==> src/rtl/mod_arith_pkg.sv <==
// Shared definitions for the modular arithmetic engines: default
// parameters, the exponentiation FSM state encoding and exponent helpers.
package mod_arith_pkg;

  localparam int DEF_P_WIDTH  = 16;
  localparam int DEF_MODULUS  = 4591;
  localparam int DEF_EXP_BITS = 13;
  localparam int DEF_MUL_LAT  = 3;

  typedef enum logic [1:0] {
    S_IDLE,
    S_SQR,
    S_MUL,
    S_DONE
  } state_e;

  // Fermat's little theorem: for prime q, x^(q-2) is the inverse of x.
  function automatic int inv_exp(input int q);
    return q - 2;
  endfunction

endpackage

==> src/rtl/mod_mult_pipe.sv <==
// Pipelined modular multiplier: (a*b) mod MODULUS appears on p with v_out
// exactly MUL_LAT cycles after a, b and v_in are presented.
module mod_mult_pipe #(
  parameter int P_WIDTH = 16,
  parameter int MODULUS = 4591,
  parameter int MUL_LAT = 3
) (
  input  logic               Clk,
  input  logic               Reset,
  input  logic [P_WIDTH-1:0] a,
  input  logic [P_WIDTH-1:0] b,
  input  logic               v_in,
  output logic [P_WIDTH-1:0] p,
  output logic               v_out
);

  logic [2*P_WIDTH-1:0] fullProd;
  logic [P_WIDTH-1:0]   modProd;
  logic [P_WIDTH-1:0]   stageData_q [MUL_LAT];
  logic [MUL_LAT-1:0]   stageVld_q;

  assign fullProd = {{P_WIDTH{1'b0}}, a} * {{P_WIDTH{1'b0}}, b};
  assign modProd  = P_WIDTH'(fullProd % (2*P_WIDTH)'(MODULUS));

  // Reduced product enters the first stage, then ripples down the delay line.
  always_ff @(posedge Clk or posedge Reset) begin
    if (Reset) begin
      for (int i = 0; i < MUL_LAT; i++) begin
        stageData_q[i] <= '0;
      end
      stageVld_q <= '0;
    end else begin
      stageData_q[0] <= modProd;
      stageVld_q[0]  <= v_in;
      for (int i = 1; i < MUL_LAT; i++) begin
        stageData_q[i] <= stageData_q[i-1];
        stageVld_q[i]  <= stageVld_q[i-1];
      end
    end
  end

  assign p     = stageData_q[MUL_LAT-1];
  assign v_out = stageVld_q[MUL_LAT-1];

endmodule

==> src/rtl/mod_pow_inverse.sv <==
// Constant-time modular exponentiation: inverse (In^(Q-2)) or general power
// (In^Exp) mod a prime Q, left-to-right square-and-always-multiply.
module mod_pow_inverse
  import mod_arith_pkg::*;
#(
  parameter int P_WIDTH  = DEF_P_WIDTH,
  parameter int MODULUS  = DEF_MODULUS,
  parameter int EXP_BITS = DEF_EXP_BITS,
  parameter int MUL_LAT  = DEF_MUL_LAT
) (
  input  logic                Clk,
  input  logic                Reset,
  input  logic                Start,
  input  logic                Mode,
  input  logic [P_WIDTH-1:0]  In,
  input  logic [EXP_BITS-1:0] Exp,
  output logic                Busy,
  output logic [P_WIDTH-1:0]  Out,
  output logic                Valid,
  output logic                Err
);

  localparam int IDX_W  = $clog2(EXP_BITS);
  localparam int WAIT_W = $clog2(MUL_LAT + 1);

  localparam logic [P_WIDTH-1:0]  Q_VAL     = P_WIDTH'(MODULUS);
  localparam logic [EXP_BITS-1:0] INV_E     = EXP_BITS'(inv_exp(MODULUS));
  localparam logic [IDX_W-1:0]    TOP_IDX   = IDX_W'(EXP_BITS - 1);
  localparam logic [WAIT_W-1:0]   LAST_WAIT = WAIT_W'(MUL_LAT);

  state_e              state_q, state_d;
  logic [P_WIDTH-1:0]  acc_q, acc_d;
  logic [P_WIDTH-1:0]  base_q, base_d;
  logic [EXP_BITS-1:0] e_q, e_d;
  logic [IDX_W-1:0]    bitIdx_q, bitIdx_d;
  logic [WAIT_W-1:0]   waitCnt_q, waitCnt_d;
  logic                opErr_q, opErr_d;
  logic                busy_q, busy_d;
  logic                valid_q, valid_d;
  logic                err_q, err_d;
  logic [P_WIDTH-1:0]  out_q, out_d;

  logic               accept;
  logic               phaseDone;
  logic               mulVin;
  logic [P_WIDTH-1:0] mulB;
  logic [P_WIDTH-1:0] mulP;
  logic               mulVld;

  assign accept    = Start && !busy_q;
  assign phaseDone = (waitCnt_q == LAST_WAIT) && mulVld;

  mod_mult_pipe #(
    .P_WIDTH(P_WIDTH),
    .MODULUS(MODULUS),
    .MUL_LAT(MUL_LAT)
  ) u_mult (
    .Clk  (Clk),
    .Reset(Reset),
    .a    (acc_q),
    .b    (mulB),
    .v_in (mulVin),
    .p    (mulP),
    .v_out(mulVld)
  );

  // Next-state logic: each phase issues one product, waits for it, then
  // commits; the multiply phase always runs so timing is operand-independent.
  always_comb begin
    state_d   = state_q;
    acc_d     = acc_q;
    base_d    = base_q;
    e_d       = e_q;
    bitIdx_d  = bitIdx_q;
    waitCnt_d = waitCnt_q;
    opErr_d   = opErr_q;
    busy_d    = 1'b1;
    valid_d   = 1'b0;
    err_d     = 1'b0;
    out_d     = out_q;
    mulVin    = 1'b0;
    mulB      = acc_q;
    case (state_q)
      S_IDLE: begin
        busy_d = accept;
        if (accept) begin
          base_d    = In;
          e_d       = Mode ? Exp : INV_E;
          acc_d     = P_WIDTH'(1);
          bitIdx_d  = TOP_IDX;
          waitCnt_d = '0;
          opErr_d   = (In >= Q_VAL) || (!Mode && (In == '0));
          state_d   = S_SQR;
        end
      end
      S_SQR: begin
        mulVin = (waitCnt_q == '0);
        if (phaseDone) begin
          acc_d     = mulP;
          waitCnt_d = '0;
          state_d   = S_MUL;
        end else begin
          waitCnt_d = waitCnt_q + WAIT_W'(1);
        end
      end
      S_MUL: begin
        mulB   = base_q;
        mulVin = (waitCnt_q == '0);
        if (phaseDone) begin
          if (e_q[bitIdx_q]) begin
            acc_d = mulP;
          end
          waitCnt_d = '0;
          if (bitIdx_q == '0) begin
            state_d = S_DONE;
          end else begin
            bitIdx_d = bitIdx_q - IDX_W'(1);
            state_d  = S_SQR;
          end
        end else begin
          waitCnt_d = waitCnt_q + WAIT_W'(1);
        end
      end
      S_DONE: begin
        valid_d = 1'b1;
        err_d   = opErr_q;
        out_d   = opErr_q ? '0 : acc_q;
        state_d = S_IDLE;
      end
      default: begin
        state_d = S_IDLE;
      end
    endcase
  end

  // State and datapath registers; reset aborts any operation in flight.
  always_ff @(posedge Clk or posedge Reset) begin
    if (Reset) begin
      state_q   <= S_IDLE;
      acc_q     <= '0;
      base_q    <= '0;
      e_q       <= '0;
      bitIdx_q  <= '0;
      waitCnt_q <= '0;
      opErr_q   <= 1'b0;
      busy_q    <= 1'b0;
      valid_q   <= 1'b0;
      err_q     <= 1'b0;
      out_q     <= '0;
    end else begin
      state_q   <= state_d;
      acc_q     <= acc_d;
      base_q    <= base_d;
      e_q       <= e_d;
      bitIdx_q  <= bitIdx_d;
      waitCnt_q <= waitCnt_d;
      opErr_q   <= opErr_d;
      busy_q    <= busy_d;
      valid_q   <= valid_d;
      err_q     <= err_d;
      out_q     <= out_d;
    end
  end

  assign Busy  = busy_q;
  assign Valid = valid_q;
  assign Err   = err_q;
  assign Out   = out_q;

endmodule

==> config.mk <==
export PLATFORM = sky130hd
export DESIGN_NAME = mod_pow_inverse
export DESIGN_NICKNAME = d
export VERILOG_FILES = /design/src/rtl/mod_arith_pkg.sv /design/src/rtl/mod_mult_pipe.sv /design/src/rtl/mod_pow_inverse.sv
export SDC_FILE = /design/constraint.sdc
export NUM_CORES = 1
export LEC_CHECK = 0
export ABC_AREA = 1
export CELL_PAD_IN_SITES_DETAIL_PLACEMENT = 0
export CELL_PAD_IN_SITES_GLOBAL_PLACEMENT = 1
export CORE_MARGIN = 10
export CORE_UTILIZATION = 52
export CTS_CLUSTER_DIAMETER = 30
export DETAILED_ROUTE_END_ITERATION = 10
export PLACE_DENSITY = 0.95
export SLEW_MARGIN = 15
export SYNTH_ARGS = -nofsm -noshare
export SYNTH_HDL_FRONTEND = slang
export SYNTH_SLANG_ARGS = --single-unit
==> constraint.sdc <==
create_clock -name Clk -period 33.2 [get_ports Clk]
set_clock_uncertainty 0.05 [all_clocks]
set_input_delay 3.32 -clock Clk [delete_from_list [all_inputs] [get_ports Clk]]
set_output_delay 3.32 -clock Clk [all_outputs]
set_load 0.01 [all_outputs]
==> impl_metrics.ini <==
[placed_design]
io_buffers = 51
dp_hpwl_um = 53800
place_area_um2 = 27600
routabilityCongestion = 0.972

[die]
dieArea_um2 = 60600
die_w_um = 246
pin_count = 52
start_util_pct = 52.8
fp.dieH_um = 246
rows = 82
coreArea_um2 = 50400

[setup_path]
timing_worst_setup_path_type = flop to flop
crit_family = simple AND/OR/NAND/NOR gates
start_kind = flop
cp.arrival_ns = 26.49
slowest_delay_ns = 0.77
path_buf_inv = 14
endpoint_kind = flop
worstPathMaxFanout = 26
regToRegSetupSlack_ns = 6.97
worstPathRequired_ns = 33.46
critPathSlowestCell = clkinv_1
cp_common_cell = nand2_1

[detailed_routing]
dr_wl_met2_um = 28900
drt_iter0_markers = 1590
viasPerCell = 5.12
drt-met1-wl_um = 30800
via_count = 23000
avgRoutedWirePerCell_um = 14.4
ant_nets = 0
drt_drc_violations_left = 0
wl_met3_um = 3970
routed_wl_um = 64800
firstDrtPassIters = 5
highest_layer = met4

[timing]
max_freq_mhz = 38.1
worst_pin_slew_ns = 0.950
fin_tns_setup_ns = 0
slew_headroom_pct = 36.2
maxSlewViolCount = 0
post-route-min-period_ns = 26.23
finalSetupViolCount = 0
rsz0062_at_grt = no
period_share_pct = 79.0
finalHoldViolations = 0
holdWs_ns = 0.293

[yosys]
avgSynthCellArea_um2 = 7.02
yosysSeqAreaShare_pct = 11.7
syn_area_um2 = 26600
synth.area.top_cells = fa_1, nand2_1, dfrtp_1
yosysMostFrequentCell = nand2_1
synth-seq-cells = 124
synth.distinct_cells = 65
synth.net_count = 4134
ys_warn_count = 0
synth_top_area_share_pct = 14.6
synth_edf_count = 0
ys_top_cells_by_count = nand2_1, inv_1, nor2_1, nand3_1, nand2_2
synth_top_flop_cell = dfrtp_1
synth_top_cell_by_area = fa_1
netlist_instances = 3792
synthArstFlopShare_pct = 100

[grt]
grt-ovfl-total = 0
grt_max_degree = 66
grt_pass1_wl_um = 110000
grtUsageTotal_pct = 21.7
antenna_found_initial = 0
grt_pass1_vias = 22200

[clock_network]
clock_latency_ns = 0.42
cts_root_buffer = clkbuf_16
htreeDepth = 4
cts_setup_buffers = 0
clock_path_buffers = 2
clk_pin_slew_ns = 0.05
cts_hold_buf = 0
numClockSinks = 124
cts_tree = built
cts_buffers = 17
cts_repair_resize_count = 0

[job]
maxCapViolations = 0

[run_status]
status = completed

[final_layout]
diodes = 0
area_delta_synth_final_pct = 5.74
drive_gt1_share_pct = 22.6
final_area_um2 = 28100
layout.nets = 4148

[worst_hold_path]
holdCritPathClass = flop to flop
[per-layer routing]
| metal | track usage (%) | up-vias |
|---|---|---|
| li1 | - | 11600 |
| met1 | 30.8 | 10600 |
| met2 | 34.4 | 676 |
| met3 | 3.26 | 79 |
| met4 | 4.10 | 0 |
| met5 | 0 | - |
[sequential cells by signal, summed over array words and instances (netlist names)]
signal,flops
Err,1
opErr_q,1
state_q,2
u_mult.stageVld_q,3
e_q,13
bitIdx_q,4
Busy,1
acc_q,16
base_q,16
Valid,1
u_mult.stageData_q,32
Out,16
waitCnt_q,2
u_mult.p,16
[logic make-up after synthesis]
family | after synthesis | synth area share [%]
and+or+nand+nor | 2281 | 48.1
AOI/OAI and AO/OA | 237 | 5.54
xor gates and xnor gates | 74 | 2.66
buffers and inverters | 767 | 12.0
DFF | 124 | 11.7
adders and majority gates | 309 | 20.0
[layout make-up]
cell class                      instances  area (um2)
Timing Repair Buffer                   63         601
Fill cell                            4797       22200
Multi-Input combinational cell       2901       20300
Inverter                              699        2690
Clock inverter                          9         148
Sequential cell                       124        3100
Tap cell                              672         841
Clock buffer                           20         437
[worst paths after layout]
| kind | from | to | cells after the start |
|---|---|---|---|
| max | state_q[0]$_DFFE_PP0P_ | u_mult.stageData_q[45]$_DFF_PP0_ | 159 |
| min | u_mult.stageVld_q[1]$_DFF_PP0_ | u_mult.stageVld_q[2]$_DFF_PP0_ | 0 |
| min reg2reg | u_mult.stageVld_q[1]$_DFF_PP0_ | u_mult.stageVld_q[2]$_DFF_PP0_ | 0 |
| max reg2reg | state_q[0]$_DFFE_PP0P_ | u_mult.stageData_q[45]$_DFF_PP0_ | 159 |
| min in group asynchronous | Reset | e_q[9]$_DFFE_PP0P_ | 2 |
| max in group asynchronous | Reset | u_mult.stageData_q[27]$_DFF_PP0_ | 3 |
[stage by stage]
step | cells | setup WS [ns] | utilization [%]
after floorplan | 3792 | 11.83 | -
after global placement | 4459 | 7.57 | 54.7
after detailed placement | 4459 | 7.16 | 54.7
after CTS | 4488 | 7.10 | 55.9
after global routing | 4488 | 4.42 | 55.9
final | 4488 | 6.97 | 55.9
[cell usage in the layout (no fill, tap or decap), drive strengths merged, types with 6 or more instances in the layout]
cell type / instances
ha: 115
and2: 8
nor3: 17
clkdlybuf4s50: 51
xnor2: 16
clkbuf: 20
dfrtp: 124
nand4: 50
o21ai: 139
nor2: 414
fa: 194
xor2: 58
a21oi: 59
nand3: 371
inv: 672
o22ai: 18
o21bai: 6
buf: 12
clkinv: 30
nand2: 1412
Power is not shown: default switching activity piles up to over one toggle a cycle in this logic, so the estimate is an artifact.
